[src/rtl/rf_wb_pkg.sv]
// Shared types for the register-file writeback queue: data width, register
// address width and the retire-queue entry layout.
package rf_wb_pkg;

  localparam int XLEN   = 32;
  localparam int REG_AW = 5;

  typedef struct packed {
    logic              valid;
    logic              ready;
    logic [REG_AW-1:0] rd;
    logic [XLEN-1:0]   data;
  } wb_entry_t;

endpackage

[src/rtl/rf_scoreboard.sv]
// Per-register busy vector: a register is busy while any valid queued entry
// targets it. x0 is never busy.
module rf_scoreboard
  import rf_wb_pkg::*;
#(
  parameter int DEPTH = 4
) (
  input  wb_entry_t [DEPTH-1:0] entries,
  output logic      [31:0]      busy
);

  // ready/data are part of the entry but irrelevant to hazard tracking
  logic unused_bits;

  // NOTE: every always_comb output gets a default first so no latch is inferred.
  always_comb begin
    busy        = '0;
    unused_bits = 1'b0;
    for (int i = 0; i < DEPTH; i++) begin
      if (entries[i].valid) busy[entries[i].rd] = 1'b1;
      unused_bits = unused_bits ^ (^{entries[i].ready, entries[i].data});
    end
    busy[0] = 1'b0;
  end

endmodule

[src/rtl/rf_writeback_queue.sv]
// In-order retire queue driving the single regfile write port. ALU results
// enter ready; load results are filled later by slot tag.
module rf_writeback_queue
  import rf_wb_pkg::*;
#(
  parameter  int DEPTH = 4,
  localparam int TW    = $clog2(DEPTH)
) (
  input  logic              clk,
  input  logic              rst_n,
  input  logic              flush,
  input  logic              alloc_valid,
  output logic              alloc_ready,
  input  logic [REG_AW-1:0] alloc_rd,
  input  logic              alloc_is_load,
  input  logic [XLEN-1:0]   alloc_data,
  output logic [TW-1:0]     alloc_tag,
  input  logic              ld_valid,
  input  logic [TW-1:0]     ld_tag,
  input  logic [XLEN-1:0]   ld_data,
  output logic              wreg,
  output logic [REG_AW-1:0] waddr,
  output logic [XLEN-1:0]   wrdata,
  output logic [31:0]       busy,
  output logic              ld_err
);

  localparam logic [TW:0] FULL_CNT = DEPTH[TW:0];

  logic [TW-1:0]     head, tail;
  logic [TW:0]       count;
  logic [DEPTH-1:0]  e_valid, e_ready;
  logic [REG_AW-1:0] e_rd   [DEPTH];
  logic [XLEN-1:0]   e_data [DEPTH];

  logic full, do_alloc, fill_ok, do_fill, do_retire;

  assign full        = (count == FULL_CNT);
  assign alloc_ready = !full && !flush && rst_n;
  assign alloc_tag   = tail;
  assign do_alloc    = alloc_valid && alloc_ready;
  // A fill is legal only for a queued load still waiting on its data.
  assign fill_ok     = e_valid[ld_tag] && !e_ready[ld_tag];
  assign do_fill     = ld_valid && !flush && fill_ok;
  assign do_retire   = e_valid[head] && e_ready[head] && !flush;

  always_ff @(posedge clk or negedge rst_n) begin
    if (!rst_n) begin
      head    <= '0;
      tail    <= '0;
      count   <= '0;
      e_valid <= '0;
      e_ready <= '0;
      wreg    <= 1'b0;
      waddr   <= '0;
      wrdata  <= '0;
      ld_err  <= 1'b0;
    end else if (flush) begin
      head    <= '0;
      tail    <= '0;
      count   <= '0;
      e_valid <= '0;
      e_ready <= '0;
      wreg    <= 1'b0;
      ld_err  <= 1'b0;
    end else begin
      ld_err <= ld_valid && !fill_ok;
      if (do_fill) e_ready[ld_tag] <= 1'b1;

      if (do_retire) begin
        e_valid[head] <= 1'b0;
        head          <= head + 1'b1;
        wreg          <= (e_rd[head] != '0);
        waddr         <= e_rd[head];
        wrdata        <= e_data[head];
      end else begin
        wreg <= 1'b0;
      end

      // Alloc and retire never share a slot: equal pointers mean full (alloc
      // blocked) or empty (nothing to retire).
      if (do_alloc) begin
        e_valid[tail] <= 1'b1;
        e_ready[tail] <= !alloc_is_load;
        tail          <= tail + 1'b1;
      end

      count <= count + {{TW{1'b0}}, do_alloc} - {{TW{1'b0}}, do_retire};
    end
  end

  // NOTE: payload storage is deliberately not reset; e_valid gates every use.
  always_ff @(posedge clk) begin
    if (do_alloc) begin
      e_rd[tail]   <= alloc_rd;
      e_data[tail] <= alloc_data;
    end
    if (do_fill) e_data[ld_tag] <= ld_data;
  end

  wb_entry_t [DEPTH-1:0] entries;

  always_comb begin
    for (int i = 0; i < DEPTH; i++) begin
      entries[i] = '{valid: e_valid[i], ready: e_ready[i], rd: e_rd[i], data: e_data[i]};
    end
  end

  rf_scoreboard #(.DEPTH(DEPTH)) u_scoreboard (
    .entries (entries),
    .busy    (busy)
  );

endmodule

[config.mk]
export PLATFORM = sky130hd
export DESIGN_NAME = rf_writeback_queue
export DESIGN_NICKNAME = d
export VERILOG_FILES = /design/src/rtl/rf_wb_pkg.sv /design/src/rtl/rf_scoreboard.sv /design/src/rtl/rf_writeback_queue.sv
export SDC_FILE = /design/constraint.sdc
export NUM_CORES = 1
export LEC_CHECK = 0
export BUFFER_PORTS_ARGS = -buffer_cell sky130_fd_sc_hd__buf_2
export CAP_MARGIN = 0
export CELL_PAD_IN_SITES_DETAIL_PLACEMENT = 0
export CELL_PAD_IN_SITES_GLOBAL_PLACEMENT = 2
export CORE_AREA = 2 2 157 159
export DETAILED_ROUTE_END_ITERATION = 10
export DIE_AREA = 0 0 159 161
export PLACE_DENSITY = 0.94
export SKIP_LAST_GASP = 1
export SYNTH_ARGS = -nofsm -noshare
export SYNTH_HDL_FRONTEND = slang
export SYNTH_SLANG_ARGS = --single-unit
[constraint.sdc]
create_clock -name clk -period 5.55 [get_ports clk]
set_input_delay 0.2775 -clock clk [delete_from_list [all_inputs] [get_ports clk]]
set_output_delay 0.2775 -clock clk [all_outputs]
set_load 0.03 [all_outputs]
==> results of run 1 <==
[stage by stage]
| step | hold slack (ns) | worst slack, ns | instance area, um2 | utilization | total power [W] |
|---|---|---|---|---|---|
| after floorplan | -0.0181 | 2.94 | 10400 | - | 0.00198 |
| after global placement | 0.489 | 2.48 | 11400 | 0.478 | 0.00213 |
| after detailed placement | 0.495 | 2.44 | 11400 | 0.478 | 0.00213 |
| after CTS | 0.0105 | 2.42 | 12200 | 0.508 | 0.00354 |
| after global routing | 0.0252 | 2.26 | 12200 | 0.508 | 0.00362 |
| final | 0.0225 | 2.45 | 12200 | 0.508 | 0.00351 |
[power by group]
group          internal, W  switching (W)
Combinational     0.000154       0.000214
Clock             0.000844       0.000562
Sequential         0.00169      0.0000448
Total              0.00269       0.000822
[worst paths after layout]
check | startpoint | to | slack [ns]
min in group clk | alloc_rd[1] | e_rd[3][1] | 0.03
max reg2reg | e_valid[1] | count[2] | 2.45
max in group asynchronous | rst_n | head[0] | 4.91
min | rst_n | wrdata[5] | 0.02
max | e_valid[1] | count[2] | 2.45
min reg2reg | wrdata[6] | wrdata[6] | 0.52
[layout by cell type (no fill, tap or decap), types with 10 or more instances in the layout]
cell type / instances
a21oi_1: 11
a22oi_1: 11
buf_2: 149
buf_4: 12
clkbuf_16: 21
dfrtp_1: 52
edfxtp_1: 148
ha_1: 10
inv_1: 18
mux2_2: 154
mux2_4: 10
mux4_2: 39
nand2_1: 23
nand3b_1: 10
nor2_1: 24
o221ai_1: 18
o22ai_1: 10
[area by class of cell]
| type | instances | area (um2) |
|---|---|---|
| antenna | 4 | 10.0 |
| clock buffer | 30 | 559 |
| clock inverter | 8 | 119 |
| fill | 2077 | 11800 |
| inverter | 19 | 71.3 |
| multi-input combinational | 429 | 4330 |
| sequential | 202 | 5800 |
| tap | 324 | 405 |
| timing repair buffer | 165 | 876 |
[routing by layer]
metal,track usage,part of all wire,up-vias
met5,0,0.0012,-
met4,0.0860,0.037,6
met3,0.0408,0.072,65
met2,0.339,0.48,279
met1,0.263,0.41,3318
li1,-,-,3039
[sequential cells by signal, summed over array words and instances (netlist names)]
signal and flops:
head 2, wrdata 32, e_valid 4, count 3, e_ready 4, wreg 1
e_rd 20, ld_err 1, waddr 5, e_data 128, alloc_tag 2
[cells by family after synthesis]
kind of cell | after synthesis
AOI/OAI and AO/OA | 86
other | 1
muxes | 206
buffers and inverters | 64
DFF | 202
adders and majority gates | 11
xor gates and xnor gates | 3
and+or+nand+nor | 122
[worst register-to-register path: stages, from the launching register on]
cell and delay (ns):
dfrtp_1 0.50, nand2_1 0.12, mux4_2 0.54, nor2_4 0.10, buf_4 0.53, ha_1 0.35
inv_1 0.06, ha_1 0.14, inv_1 0.05, fa_1 0.37, xnor2_1 0.16, nor2_1 0.06
==> impl_metrics.sql, run 1 <==
INSERT INTO impl_metrics (metric_group, metric, value, unit) VALUES
('routing', 'initialDrtViolationCount', '380', ''),
('synth', 'asyncSetResetFlopFracSynth', '0.267', ''),
('floorplanning', 'coreArea', '0.0240', 'mm2'),
('timing', 'layout_worst_path_cycle_share', '0.559', ''),
('clocking', 'clkLatencyLatePin', '0.50', 'ns'),
('synth', 'yosys.area.top_type', 'edfxtp_1', ''),
('status', 'run_status', 'finished, final reports clean', ''),
('clocking', 'postCtsResizedCells', '0', ''),
('clocking', 'cts.root.buffer_cell', 'clkbuf_16', ''),
('synth', 'yosysWarnings', '0', ''),
('global_route', 'grt_first_pass_wirelength', '40400', 'um'),
('critical_path', 'timing.critical_path.to_type', 'flop', ''),
('synth', 'post_synth_and_or_nand_nor_area_fraction', '0.0686', ''),
('synth', 'synth_enable_flop_cells', '148', ''),
('critical_path', 'critical-path-max-stage-delay', '0.54', 'ns'),
('layout', 'final_cell_count_no_fill', '1181', ''),
('synth', 'postSynthCellCount', '695', ''),
('timing', 'report.final.setup_viol', '0', ''),
('critical_path', 'critical_path_buf_inv_count', '3', ''),
('synth', 'mappedNetlistArea', '0.0104', 'mm2'),
('placed_design', 'dpl.cell_count', '1135', ''),
('min_path', 'hold_path_class', 'primary input to async pin', ''),
('timing', 'clk_skew', '0.0213', 'ns'),
('timing', 'max_freq', '323', 'MHz'),
('synth', 'synth_mux_area_frac', '0.268', ''),
('placed_design', 'port_buffers', '149', ''),
('floorplanning', 'io-pin-count', '151', ''),
('clocking', 'post_cts_buffers', '0', ''),
('synth', 'synthFlopType', 'edfxtp_1', ''),
('routing', 'remaining_drcs', '0', ''),
('timing', 'drv_slew', '0', ''),
('global_route', 'antenna_found_initial', '9', ''),
('global_route', 'grt_max_degree', '55', ''),
('critical_path', 'worstPathMaxFanout', '39', ''),
('routing', 'detailroute.via_count', '6707', ''),
('routing', 'detail_route.wirelength', '26100', 'um'),
('synth', 'ys_ff_latch', '202', ''),
('critical_path', 'worstPathRequired', '5.91', 'ns'),
('routing', 'firstDrtPassIters', '5', ''),
('floorplanning', 'die-height', '161', 'um'),
('placed_design', 'weighted_congestion_at_the_end_of_routability_driven_global_placement', '0.937', ''),
('synth', 'avgSynthCellArea', '15.0', 'um2'),
('layout', 'finish.net_count', '926', ''),
('floorplanning', 'placement_rows', '57', ''),
('floorplanning', 'floorplan.die.width', '159', 'um'),
('timing', 'worst_max_slew_margin_expressed_relative_to_the_limit', '0.359', ''),
('routing', 'route.detailed.vias_per_inst', '5.68', ''),
('synth', 'synth-xor-area-share', '0.00252', ''),
('synth', 'post_synth_main_area_contributors', 'edfxtp_1 (43%), mux2_2 (17%), dfrtp_1 (13%)', ''),
('critical_path', 'critical_path_cell_count', '11', ''),
('critical_path', 'critical-path-slowest-cell', 'mux4_2', ''),
('timing', 'timing_worst_slew_pin_value', '0.960', 'ns'),
('power_and_ir_drop', 'cellLeakagePower', '4.68', 'nW'),
('synth', 'synth.top_cells.by_count', 'mux2_2 (154), edfxtp_1 (148), dfrtp_1 (54), mux4_2 (39), nor2_1 (24)', ''),
('critical_path', 'worst-r2r-cell-count', '11', ''),
('placed_design', 'hpwl', '16900', 'um'),
('synth', 'synth_seq_area_share', '0.556', ''),
('clocking', 'holdBufCountCts', '4', ''),
('timing', 'finalHoldViolCount', '0', ''),
('global_route', 'global_route.overflow_total', '0', ''),
('synth', 'synth_top_family_by_area', 'multiplexers', ''),
('clocking', 'cts.clk_slew.worst_paths', '0.06', 'ns'),
('layout', 'area_growth_syn_to_layout', '16.8', '%'),
('synth', 'cell_with_the_most_instances_after_synthesis', 'mux2_2', ''),
('layout', 'drive_above_1_share', '0.483', ''),
('critical_path', 'critical_path_class', 'flop to flop', ''),
('clocking', 'cts_max_path_buffers', '3', ''),
('timing', 'setup-tns-final', '0', 'ns'),
('synth', 'synth.top_cell.area_share', '0.427', ''),
('critical_path', 'critical-path-top-delay-family', 'adder cells', ''),
('global_route', 'grt_use_total', '0.204', '');
Power figures use the tool's default switching activity.
==> inputs of run 2 (changes only) <==
--- a/config.mk
+++ b/config.mk
@@ -5,14 +5,15 @@
 export SDC_FILE = /design/constraint.sdc
 export NUM_CORES = 1
 export LEC_CHECK = 0
+export ABC_AREA = 1
 export BUFFER_PORTS_ARGS = -buffer_cell sky130_fd_sc_hd__buf_2
 export CAP_MARGIN = 0
 export CELL_PAD_IN_SITES_DETAIL_PLACEMENT = 0
 export CELL_PAD_IN_SITES_GLOBAL_PLACEMENT = 2
-export CORE_AREA = 2 2 157 159
+export CORE_AREA = 2 2 182 184
 export DETAILED_ROUTE_END_ITERATION = 10
-export DIE_AREA = 0 0 159 161
-export PLACE_DENSITY = 0.94
+export DIE_AREA = 0 0 184 186
+export PLACE_DENSITY = 0.87
 export SKIP_LAST_GASP = 1
 export SYNTH_ARGS = -nofsm -noshare
 export SYNTH_HDL_FRONTEND = slang
==> constraint.sdc (replaced) <==
create_clock -name clk -period 3.17 [get_ports clk]
set_input_delay 0.1585 -clock clk [delete_from_list [all_inputs] [get_ports clk]]
set_output_delay 0.1585 -clock clk [all_outputs]
set_load 0.03 [all_outputs]
==> run 2 against run 1 <==
Against the previous run: global-route usage is 0.63 points higher; clock power grew 85%; via count rose by 51%; largest cell class unchanged.
==> impl_metrics.sql, run 2 <==
INSERT INTO impl_metrics (metric_group, metric, value, unit) VALUES
('timing', 'grt_setup_unrepaired', 'false', ''),
('status', 'run_status', 'finished, final reports clean', ''),
('critical_path', 'worstPathMaxFanout', '92', ''),
('routing', 'wl_per_cell', '19.5', 'um'),
('critical_path', 'critical-path-slowest-cell', 'nor2_4', ''),
('clocking', 'tritoncts', 'yes', ''),
('synth', 'cell_with_the_most_instances_after_synthesis', 'nand2_1', ''),
('placed_design', 'dpl.cell_count', '1763', ''),
('synth', 'synth_seq_area_share', '0.522', ''),
('routing', 'detailroute.via_count', '10100', ''),
('synth', 'postSynthCellCount', '1268', ''),
('synth', 'synth_cell_types', '36', ''),
('synth', 'yosys.area.top_type', 'edfxtp_1', ''),
('clocking', 'cts.root.buffer_cell', 'clkbuf_16', ''),
('routing', 'route.met2.wl', '17800', 'um'),
('routing', 'detail_route.wirelength', '36600', 'um'),
('run', 'drv_cap', '0', ''),
('global_route', 'grt_pass1_vias', '9755', ''),
('routing', 'firstDrtPassIters', '7', ''),
('critical_path', 'crit_path_cell_trace', 'nand2_1 -> nand2_2 -> nand2_2 -> nand2_4 -> inv_2 -> nor2_4 -> buf_12 -> nand4_1 -> nand2_1 -> dlygate4sd3_1', ''),
('synth', 'synthesis.nets', '1356', ''),
('clocking', 'cts_max_path_buffers', '3', ''),
('placed_design', 'port_buffers', '149', ''),
('critical_path', 'critical-path-max-stage-delay', '0.65', 'ns'),
('critical_path', 'critical-path-top-delay-family', 'simple AND/OR/NAND/NOR gates', ''),
('layout', 'ff_latch_area', '0.00580', 'mm2'),
('floorplanning', 'die-area', '0.0342', 'mm2'),
('layout', 'final_common_cell', 'nand2_1', ''),
('clocking', 'cts_htree_levels', '1', ''),
('synth', 'mappedNetlistArea', '0.0111', 'mm2'),
('critical_path', 'startpoint_type', 'flop', ''),
('layout', 'drive_above_1_share', '0.162', ''),
('global_route', 'grt_use_total', '0.210', ''),
('floorplanning', 'die-height', '186', 'um'),
('critical_path', 'timing.reg2reg.setup_slack', '0.23', 'ns'),
('critical_path', 'arrival', '3.34', 'ns'),
('routing', 'remaining_drcs', '0', ''),
('critical_path', 'worstPathRequired', '3.57', 'ns'),
('placed_design', 'hpwl', '21900', 'um'),
('layout', 'n_antenna_cell', '0', ''),
('timing', 'min_period', '2.94', 'ns'),
('timing', 'layout_worst_path_cycle_share', '0.928', ''),
('layout', 'multi_input_comb_area', '0.00455', 'mm2'),
('global_route', 'antenna_found_initial', '0', ''),
('layout', 'finish.net_count', '1537', ''),
('layout', 'largest_reg_flops', '128', ''),
('synth', 'synth.top_cell.area_share', '0.401', ''),
('timing', 'drv_slew', '0', ''),
('timing', 'report.final.setup_viol', '0', ''),
('critical_path', 'critical_path_buf_inv_count', '3', ''),
('global_route', 'grt_max_degree', '93', ''),
('critical_path', 'timing.critical_path.to_type', 'flop', ''),
('timing', 'worst_max_slew_margin_expressed_relative_to_the_limit', '0.426', ''),
('floorplanning', 'io-pin-count', '151', ''),
('global_route', 'global_route.overflow_total', '0', ''),
('timing', 'finalHoldViolCount', '0', ''),
('global_route', 'grt_first_pass_wirelength', '55800', 'um'),
('synth', 'post_synth_main_area_contributors', 'edfxtp_1 (40%), nand2_1 (13%), dfrtp_1 (12%)', ''),
('synth', 'yosysWarnings', '0', ''),
('min_path', 'hold_path_class', 'primary input to flop', ''),
('timing', 'clk_skew', '0.0115', 'ns'),
('power_and_ir_drop', 'cellPowerDensity', '489', 'mW/mm2'),
('clocking', 'post_cts_buffers', '0', ''),
('clocking', 'cts.sink_count', '202', ''),
('floorplanning', 'coreArea', '0.0322', 'mm2'),
('routing', 'final_antenna_net_count', '0', ''),
('timing', 'max_freq', '340', 'MHz'),
('timing', 'setup-tns-final', '0', 'ns'),
('routing', 'route.met3.wl', '2420', 'um'),
('synth', 'asyncSetResetFlopFracSynth', '0.267', ''),
('layout', 'area_growth_syn_to_layout', '21.6', '%'),
('floorplanning', 'placement_rows', '66', ''),
('synth', 'synthFlopType', 'edfxtp_1', ''),
('power_and_ir_drop', 'max-vdd-ir-drop', '0.000317', 'V'),
('layout', 'largest-register', 'e_data', ''),
('layout', 'final_cell_count_no_fill', '1874', ''),
('clocking', 'tritoncts.num_buffers', '23', ''),
('synth', 'synth.top_cells.by_count', 'nand2_1 (392), edfxtp_1 (148), nand4_1 (136), nor2_1 (95), o21ai_0 (86)', ''),
('placed_design', 'weighted_congestion_at_the_end_of_routability_driven_global_placement', '0.882', ''),
('layout', 'layout_top_registers', 'e_data: 128 flops, wrdata: 32 flops, e_rd: 20 flops', ''),
('clocking', 'clkLatencyLatePin', '0.53', 'ns'),
('clocking', 'cts.clk_slew.worst_paths', '0.06', 'ns'),
('routing', 'drt-met1-wl', '15800', 'um'),
('power_and_ir_drop', 'cellLeakagePower', '5.99', 'nW'),
('floorplanning', 'initial_utilization', '0.345', ''),
('routing', 'route.detailed.vias_per_inst', '5.41', ''),
('synth', 'ys_ff_latch', '202', ''),
('layout', 'fillerInstances', '3260', ''),
('synth', 'avgSynthCellArea', '8.75', 'um2'),
('routing', 'initialDrtViolationCount', '800', ''),
('critical_path', 'critical_path_class', 'flop to flop', ''),
('floorplanning', 'floorplan.die.width', '184', 'um'),
('synth', 'synth_enable_flop_cells', '148', ''),
('routing', 'maxUsedRoutingLayer', 'met4', ''),
('layout', 'final_util', '0.419', ''),
('timing', 'timing_worst_slew_pin_value', '0.859', 'ns'),
('layout', 'most_frequent_cells_in_the_layout', 'nand2_1 (391), buf_2 (149), edfxtp_1 (148)', '');
run 2: path summary, 6_finish.rpt:
check	from	depth (start not counted)	to
setup / recovery	e_valid[3]	10	e_data[0][5]
hold / removal	ld_data[29]	3	e_data[2][29]
setup reg to reg	e_valid[3]	10	e_data[0][5]
hold reg to reg	wrdata[29]	2	wrdata[29]
max in group asynchronous	rst_n	4	head[0]
min in group asynchronous	rst_n	3	wrdata[2]
run 2: routing by layer:
layer  global-route usage  vias to the layer above
met5                    0                        -
met4               0.0493                        0
met3               0.0264                       46
met2                0.359                      376
met1                0.284                     4862
li1                     -                     4852
run 2: power by group:
| part | leakage, nW | internal, W | switching (W) | total, W |
|---|---|---|---|---|
| clock | 0.366 | 0.00150 | 0.00111 | 0.00261 |
| sequential | 2.06 | 0.00299 | 0.0000708 | 0.00306 |
| combinational | 3.56 | 0.000288 | 0.000632 | 0.000920 |
run 2: timing repair:
item	in CTS	in global routing
hold endpoints to repair	173	0
resized for setup	0	0
hold buffers	69	0
run 2: logic make-up after synthesis:
kind of cell,after synthesis,share of synthesized area
AOI/OAI and AO/OA,201,0.107
xor gates and xnor gates,2,0.00158
adders and majority gates,11,0.0131
buffers and inverters,152,0.0687
DFF,202,0.522
other,1,0.000338
and+or+nand+nor,699,0.287
run 2: worst register-to-register path, stage by stage (launching register included):
cell and delay [ns]:
dfrtp_1 0.48, nand2_1 0.11, nand2_2 0.08, nand2_2 0.06
nand2_4 0.14, inv_2 0.06, nor2_4 0.65, buf_12 0.43
nand4_1 0.18, nand2_1 0.09, dlygate4sd3_1 0.55
run 2: stage by stage:
step	total power (W)	hold slack, ns	setup WS, ns	cell area, um2
5_1_grt	0.00687	0.00775	0.0110	13500
3_5_place_dp	0.00397	0.314	0.799	12100
2_1_floorplan	0.00364	-0.137	0.761	11100
6_report	0.00659	0.0134	0.229	13500
4_1_cts	0.00665	0.00194	0.267	13500
3_3_place_gp	0.00396	0.312	0.811	12100
run 2: layout make-up:
| cell class | count | share of cell area |
|---|---|---|
| Clock buffer | 31 | 0.0471 |
| Clock inverter | 11 | 0.00742 |
| Inverter | 64 | 0.0178 |
| Multi-Input combinational cell | 914 | 0.337 |
| Sequential cell | 202 | 0.430 |
| Tap cell | 408 | 0.0378 |
| Timing Repair Buffer | 244 | 0.123 |
